$ cat src/rtl/pc_gen_unit.sv
// RV32I fetch-stage program-counter generator: trap/redirect/pending/sequential next-PC selection.
// Optional build macro PC_MISALIGN_CHK_EN rejects and flags misaligned redirect targets.
module pc_gen_unit #(
    parameter int unsigned          XLEN         = 32,
    parameter logic [XLEN-1:0]      RESET_VECTOR = 32'h0000_0000,
    parameter int unsigned          PC_INC       = 4,
    parameter int unsigned          ALIGN_BITS   = 2
) (
    input  logic            clk,
    input  logic            rst,
    input  logic            pc_write,
    input  logic            fetch_ready,
    input  logic            redirect_valid,
    input  logic [XLEN-1:0] redirect_target,
    input  logic            trap_valid,
    input  logic [XLEN-1:0] trap_target,
    output logic [XLEN-1:0] pc_out,
    output logic            pc_valid,
    output logic [XLEN-1:0] pc_plus_inc,
    output logic            redirect_pending,
    output logic            misalign_err
);

    localparam logic [XLEN-1:0] ALIGN_MASK = ~((XLEN'(1) << ALIGN_BITS) - XLEN'(1));
    localparam logic [XLEN-1:0] INC        = XLEN'(PC_INC);

    typedef enum logic [1:0] {
        BOOT = 2'd0,
        RUN  = 2'd1,
        HOLD = 2'd2
    } state_t;

    state_t          state_q, state_d;
    logic [XLEN-1:0] pc_q, pc_d;
    logic [XLEN-1:0] pend_target_q, pend_target_d;
    logic            pend_is_trap_q, pend_is_trap_d;
    logic            pc_valid_q, pc_valid_d;
    logic            misalign_q, misalign_d;

    logic            advance;
    logic            redir_ok;
    logic            redir_bad;
    logic [XLEN-1:0] trap_aligned;
    logic [XLEN-1:0] redir_aligned;

    assign advance       = pc_valid_q & pc_write & fetch_ready;
    assign trap_aligned  = trap_target & ALIGN_MASK;
    assign redir_aligned = redirect_target & ALIGN_MASK;

`ifdef PC_MISALIGN_CHK_EN
    // Misaligned redirects are dropped entirely and reported one cycle later.
    assign redir_bad = redirect_valid & (|(redirect_target & ~ALIGN_MASK));
`else
    assign redir_bad = 1'b0;
`endif
    assign redir_ok = redirect_valid & ~redir_bad;

    // State, PC and pending-target registers.
    always_ff @(posedge clk or negedge rst) begin
        if (!rst) begin
            state_q        <= BOOT;
            pc_q           <= RESET_VECTOR;
            pend_target_q  <= '0;
            pend_is_trap_q <= 1'b0;
            pc_valid_q     <= 1'b0;
            misalign_q     <= 1'b0;
        end else begin
            state_q        <= state_d;
            pc_q           <= pc_d;
            pend_target_q  <= pend_target_d;
            pend_is_trap_q <= pend_is_trap_d;
            pc_valid_q     <= pc_valid_d;
            misalign_q     <= misalign_d;
        end
    end

    // Next-state and next-PC selection.
    always_comb begin
        state_d        = state_q;
        pc_d           = pc_q;
        pend_target_d  = pend_target_q;
        pend_is_trap_d = pend_is_trap_q;
        misalign_d     = redir_bad;

        if (advance) begin
            state_d        = RUN;
            pend_is_trap_d = 1'b0;
            if (trap_valid) begin
                pc_d = trap_aligned;
            end else if (redir_ok) begin
                pc_d = redir_aligned;
            end else if (state_q == HOLD) begin
                pc_d = pend_target_q;
            end else begin
                pc_d = pc_q + INC;
            end
        end else begin
            if (state_q == BOOT) begin
                state_d = RUN;
            end
            // A buffered trap is never displaced by a later redirect.
            if (trap_valid) begin
                pend_target_d  = trap_aligned;
                pend_is_trap_d = 1'b1;
                state_d        = HOLD;
            end else if (redir_ok && !(state_q == HOLD && pend_is_trap_q)) begin
                pend_target_d  = redir_aligned;
                pend_is_trap_d = 1'b0;
                state_d        = HOLD;
            end
        end

        pc_valid_d = (state_d != BOOT);
    end

    assign pc_out           = pc_q;
    assign pc_valid         = pc_valid_q;
    assign pc_plus_inc      = pc_q + INC;
    assign redirect_pending = (state_q == HOLD);
    assign misalign_err     = misalign_q;

endmodule

$ cat config.mk
export PLATFORM = sky130hd
export DESIGN_NAME = pc_gen_unit
export DESIGN_NICKNAME = d
export VERILOG_FILES = /design/src/rtl/pc_gen_unit.sv
export SDC_FILE = /design/constraint.sdc
export NUM_CORES = 1
export LEC_CHECK = 0
export BUFFER_PORTS_ARGS = -buffer_cell sky130_fd_sc_hd__buf_2
export CAP_MARGIN = 25
export CELL_PAD_IN_SITES_DETAIL_PLACEMENT = 0
export CELL_PAD_IN_SITES_GLOBAL_PLACEMENT = 1
export CORE_MARGIN = 2
export CORE_UTILIZATION = 30
export DETAILED_ROUTE_END_ITERATION = 10
export PLACE_DENSITY_LB_ADDON = 0.15
export REMOVE_ABC_BUFFERS = 1
export SETUP_SLACK_MARGIN = 0.3
export SLEW_MARGIN = 20
export SYNTH_ARGS = -nofsm -noshare
export SYNTH_HDL_FRONTEND = slang
export SYNTH_SLANG_ARGS = --single-unit
$ cat constraint.sdc
create_clock -name clk -period 3.35 [get_ports clk]
set_clock_uncertainty 0.15 [all_clocks]
set_input_delay 0.335 -clock clk [delete_from_list [all_inputs] [get_ports clk]]
set_output_delay 0.335 -clock clk [all_outputs]
set_load 0.005 [all_outputs]
# Yosys cells after proc, flatten, opt, wreduce, memory -nomap -nowiden
# Index checks and enable logic that the tools add are counted.
[classes] n_addsub=1 n_eq_ne=1 muxes=12 n_bitwise=3 n_reduce_logical=8
[op_table] operator="32-bit two-way mux" count=5
[op_table] operator="32-bit by 3-bit adder with 32-bit output, second input constant" count=1
[op_table] operator="2-bit two-way mux" count=4
[op_table] operator="2-bit nonzero test" count=2
[op_table] operator="1-bit two-way mux" count=3
[op_table] operator="3-bit nonzero test" count=1
[op_table] operator="1-bit bitwise AND" count=2
[op_table] operator="2-bit == test, second input constant" count=1
[op_table] operator="1-bit logical AND" count=2
[op_table] operator="2-bit logical NOT" count=1
[op_table] operator="2-bit AND reduction" count=1
[op_table] operator="1-bit logical NOT" count=1
[op_table] operator="1-bit inverter" count=1
[word_totals] reg_bits=68 out_inout_bits=67 wordCells=30

# Depth between registers and ports, before layout
[depth] ltp_word=8 depth_mapped=8 ltp_nobuf=6

# Worst setup path after synthesis
# Ideal clock, no wire load.
[synth_path] kind="register -> output" startpoint="register pc_q[10], in the netlist pc_out[10]" endpoint="output port pc_plus_inc[29]" t_arrival_ps=1898 slack_ps=967 stages_incl_launch_ff=7 cell_sequence="dfrtp_1 buf_2 nand4_4 or4_4 nor4b_4 nand2_1 xnor2_1"
[synth_between] elab_chain_cells=1
[synth_lines] element="start: declaration" line="34" rtl="logic [XLEN-1:0] pc_q, pc_d;"
[synth_lines] element="start signal: assignment" line="69" rtl="pc_q <= pc_d;"
[synth_lines] element="32-bit by 3-bit adder with 32-bit output" line="118" rtl="assign pc_plus_inc = pc_q + INC;"
[synth_lines] element="end: declaration" line="19" rtl="output logic [XLEN-1:0] pc_plus_inc,"
# Every way passes these cells.

# Final worst setup path
[layout_path] startpoint="register pc_q[10], in the netlist pc_out[10]" endpoint="output port pc_plus_inc[23]"
# Same word-level chain as after synthesis.

==> impl_metrics.ini <==
[route]
drt_first_pass_iters = 5
drt_wl_total_mm = 14.4
final_antenna_net_count = 0
first_iter_violations = 217
routed_wire_length_per_instance_um = 17.6
drt_drc_violations_left = 0
dr_total_vias = 4279
avgViaCountPerCell = 5.22

[yosys]
yosysSeqAreaShare_pct = 37.0
synth_enable_flop_cells = 0
primary_flip_flop_cell_chosen_by_synthesis_mapping = dfrtp_1
netlist_instances = 522
synthesis.area_per_instance_um2 = 8.30
synth.distinct_cells = 56
synth.ff_latch_count = 64
mappedNetlistArea_mm2 = 0.00433
synth.yosys.warnings = 0
async_flop_share_pct = 100

[pwr]
power.leakage_uw = 0.00241
p_sw_share_pct = 34.8
design_power_total_uw = 2720
power_per_cell_area_mw_per_mm2 = 503
cell_internal_pwr_uw = 1780
combPwrFrac_pct = 28.1
netSwitchingPower_uw = 948
power.ir.vdd_worst_mv = 0.312
sequentialPowerShare_pct = 41.5
p_clk_share_pct = 30.4

[hold_path]
hold_start = redirect_target[21]
hold_crit_class = in2reg
holdPathStages = 3

[layout]
layout.filler_cells = 1504
n_antenna_cell = 0
final_layout_size_suffix_gt1_share_pct = 26.6
final_core_util_pct = 38.7
fin_nets = 706
area_growth_syn_to_layout_pct = 25.0

[critical_path]
crit_required_ps = 2860
crit_start = pc_out[10]
worst_r2r_startpoint = state_q[1]
worstPathMaxFanout = 10
worst-endpoint-arrival_ps = 2520
path_class = reg2out
r2r_cells = 7
start_kind = flop
critPathCaptureType = output pin

[timing]
final_min_period_over_clock_period_pct = 89.7
finalHoldViolations = 0
worst_slew_margin_rel_pct = 34.4
grt_setup_unrepaired = true
post-route-min-period_ps = 3010
max_freq_mhz = 333
setup-violations-final = 0
final_max_slew_viol_count = 0
worst_slew_pin_slew_ps = 981

[placed_design]
place.detailed.hpwl_mm = 10.2
io_buffers = 127
gp_routability_congestion = 0.777

[cts]
cts.clk_slew.worst_paths_ps = 50
clock_latency_at_the_later_pin_of_the_worst_skew_pair_ps = 330
tritoncts = done
tritoncts_num_sinks = 64
clock-root-buffer = clkbuf_16
clock_tree.htree_level_count = 3
numCtsBuffers = 9
cts_max_path_buffers = 2

[global_route]
antenna_found_initial = 0
wire_length_of_the_first_global_routing_pass_mm = 23.0
track_usage_pct = 19.8
grt_overflow_total = 0
grt_start_max_net_pins = 46
first_global_vias = 4248

[floorplanning]
initial_core_util_pct = 31.0
floorplan.die.width_um = 124
number_of_primary_i_o_pins = 137
fp.dieArea_mm2 = 0.0154
num_rows = 43
core_outline_area_mm2 = 0.0140
dieHeight_um = 124

[outcome]
run_status = finished clean

[flow_run]
cap_violations = 0
[Yosys cell counts, drive strengths merged, types with 15 or more instances]
library cell	n	area, um^2
dfrtp	64	1600
clkbuf	34	128
o21ai	36	180
a21oi	32	160
a31oi	21	131
xnor2	16	140
nand2	50	188
nor2	56	210
mux2i	23	230
nand3	17	85.1
a22oi	15	113
[path summary, 6_finish.rpt]
| kind | end | slack (ps) |
|---|---|---|
| worst max-delay path | pc_plus_inc[23] | 340 |
| worst min-delay path | pend_target_q[21] | 130 |
| worst max register to register | pend_target_q[22] | 870 |
| worst min register to register | state_q[1] | 330 |
| max in group asynchronous | pc_out[4] | 2210 |
| min in group asynchronous | pend_target_q[24] | 170 |
[metal layers]
metal  track usage [%]  vias to the layer above  wire (um)
met3              4.99                       11        742
met4              4.63                        0        169
met2              31.7                      112       6730
met1              26.8                     2057       6770
met5                 0                        -          0
li1                  -                     2099          -
[cells in the final DEF, fill, tap and decap left out, types with 10 or more instances in the layout]
| master | Yosys | layout |
|---|---|---|
| dfrtp_1 | 64 | 63 |
| nor2b_1 | 14 | 14 |
| buf_4 | 5 | 17 |
| a21oi_1 | 32 | 32 |
| nand2_1 | 50 | 50 |
| xnor2_1 | 16 | 16 |
| nor2_1 | 56 | 56 |
| mux2i_1 | 23 | 23 |
| a31oi_1 | 21 | 21 |
| nand2b_1 | 14 | 14 |
| nand3_1 | 17 | 16 |
| xor2_1 | 12 | 12 |
| o21ai_0 | 36 | 36 |
| nor3_1 | 10 | 10 |
| a22oi_1 | 15 | 15 |
| nand4_1 | 12 | 12 |
| buf_2 | 4 | 127 |
[area by class of cell]
cell class / instances / area (um^2) / share of cell area (%)
clock buffers: 14 / 244 / 4.51
repair buffers: 145 / 773 / 14.3
well taps: 180 / 225 / 4.16
flip-flops and latches: 64 / 1600 / 29.6
multi-input cells: 410 / 2550 / 47.0
clock inverters: 1 / 5.00 / 0.0924
inverters: 5 / 18.8 / 0.347
[cells by family (layout without fill, tap and decap cells)]
group / Yosys count / count (layout) / share of synthesized area (%)
and+or+nand+nor: 203 / 203 / 24.1
AOI/OAI and AO/OA: 147 / 147 / 21.9
DFF: 64 / 64 / 37.0
buffers and inverters: 52 / 165 / 5.05
xor gates and xnor gates: 28 / 28 / 5.66
muxes: 25 / 25 / 5.83
other: 2 / 6 / 0.173
adders and majority gates: 1 / 1 / 0.289
[critical path: stages, from the launching register on]
cell	delay [ps]
dfrtp_1	540
nand4_4	190
or4_4	610
nor4_2	480
xor2_1	220
buf_2	140
[through the flow]
step	setup TNS [ps]	hold slack (ps)	cell area [um^2]	cells	setup WS (ps)
after floorplan	-3400	-111	4150	479	-333
after global placement	0	-14.6	5140	803	619
after detailed placement	0	-19.2	5140	803	604
after CTS	0	114	5410	819	309
after global routing	0	125	5420	819	232
final	0	130	5420	819	345
[repair_timing]
| item | 4_1_cts | 5_1_grt |
|---|---|---|
| pin swaps | 0 | 1 |
| hold buffers | 1 | 0 |
| endpoints found under the hold margin | 64 | 0 |
| buffers inserted | 0 | 0 |
| resized for setup | 1 | 2 |
| endpoints found under the setup margin | 1 | 6 |
[flip-flops by register name, summed over array words and instances, names as in the netlist]
name,flops
pc_out,30
pc_valid,1
state_q,2
pend_target_q,30
pend_is_trap_q,1
[power groups by stage]
stage / Combinational [uW] / Clock [uW] / Sequential (uW)
3_5_place_dp: 775 / 0 / 1140
4_1_cts: 780 / 857 / 1130
2_1_floorplan: 399 / 0 / 1090
5_1_grt: 869 / 890 / 1160
6_report: 767 / 828 / 1130
3_3_place_gp: 762 / 0 / 1130
(Power assumes the default switching activity.)
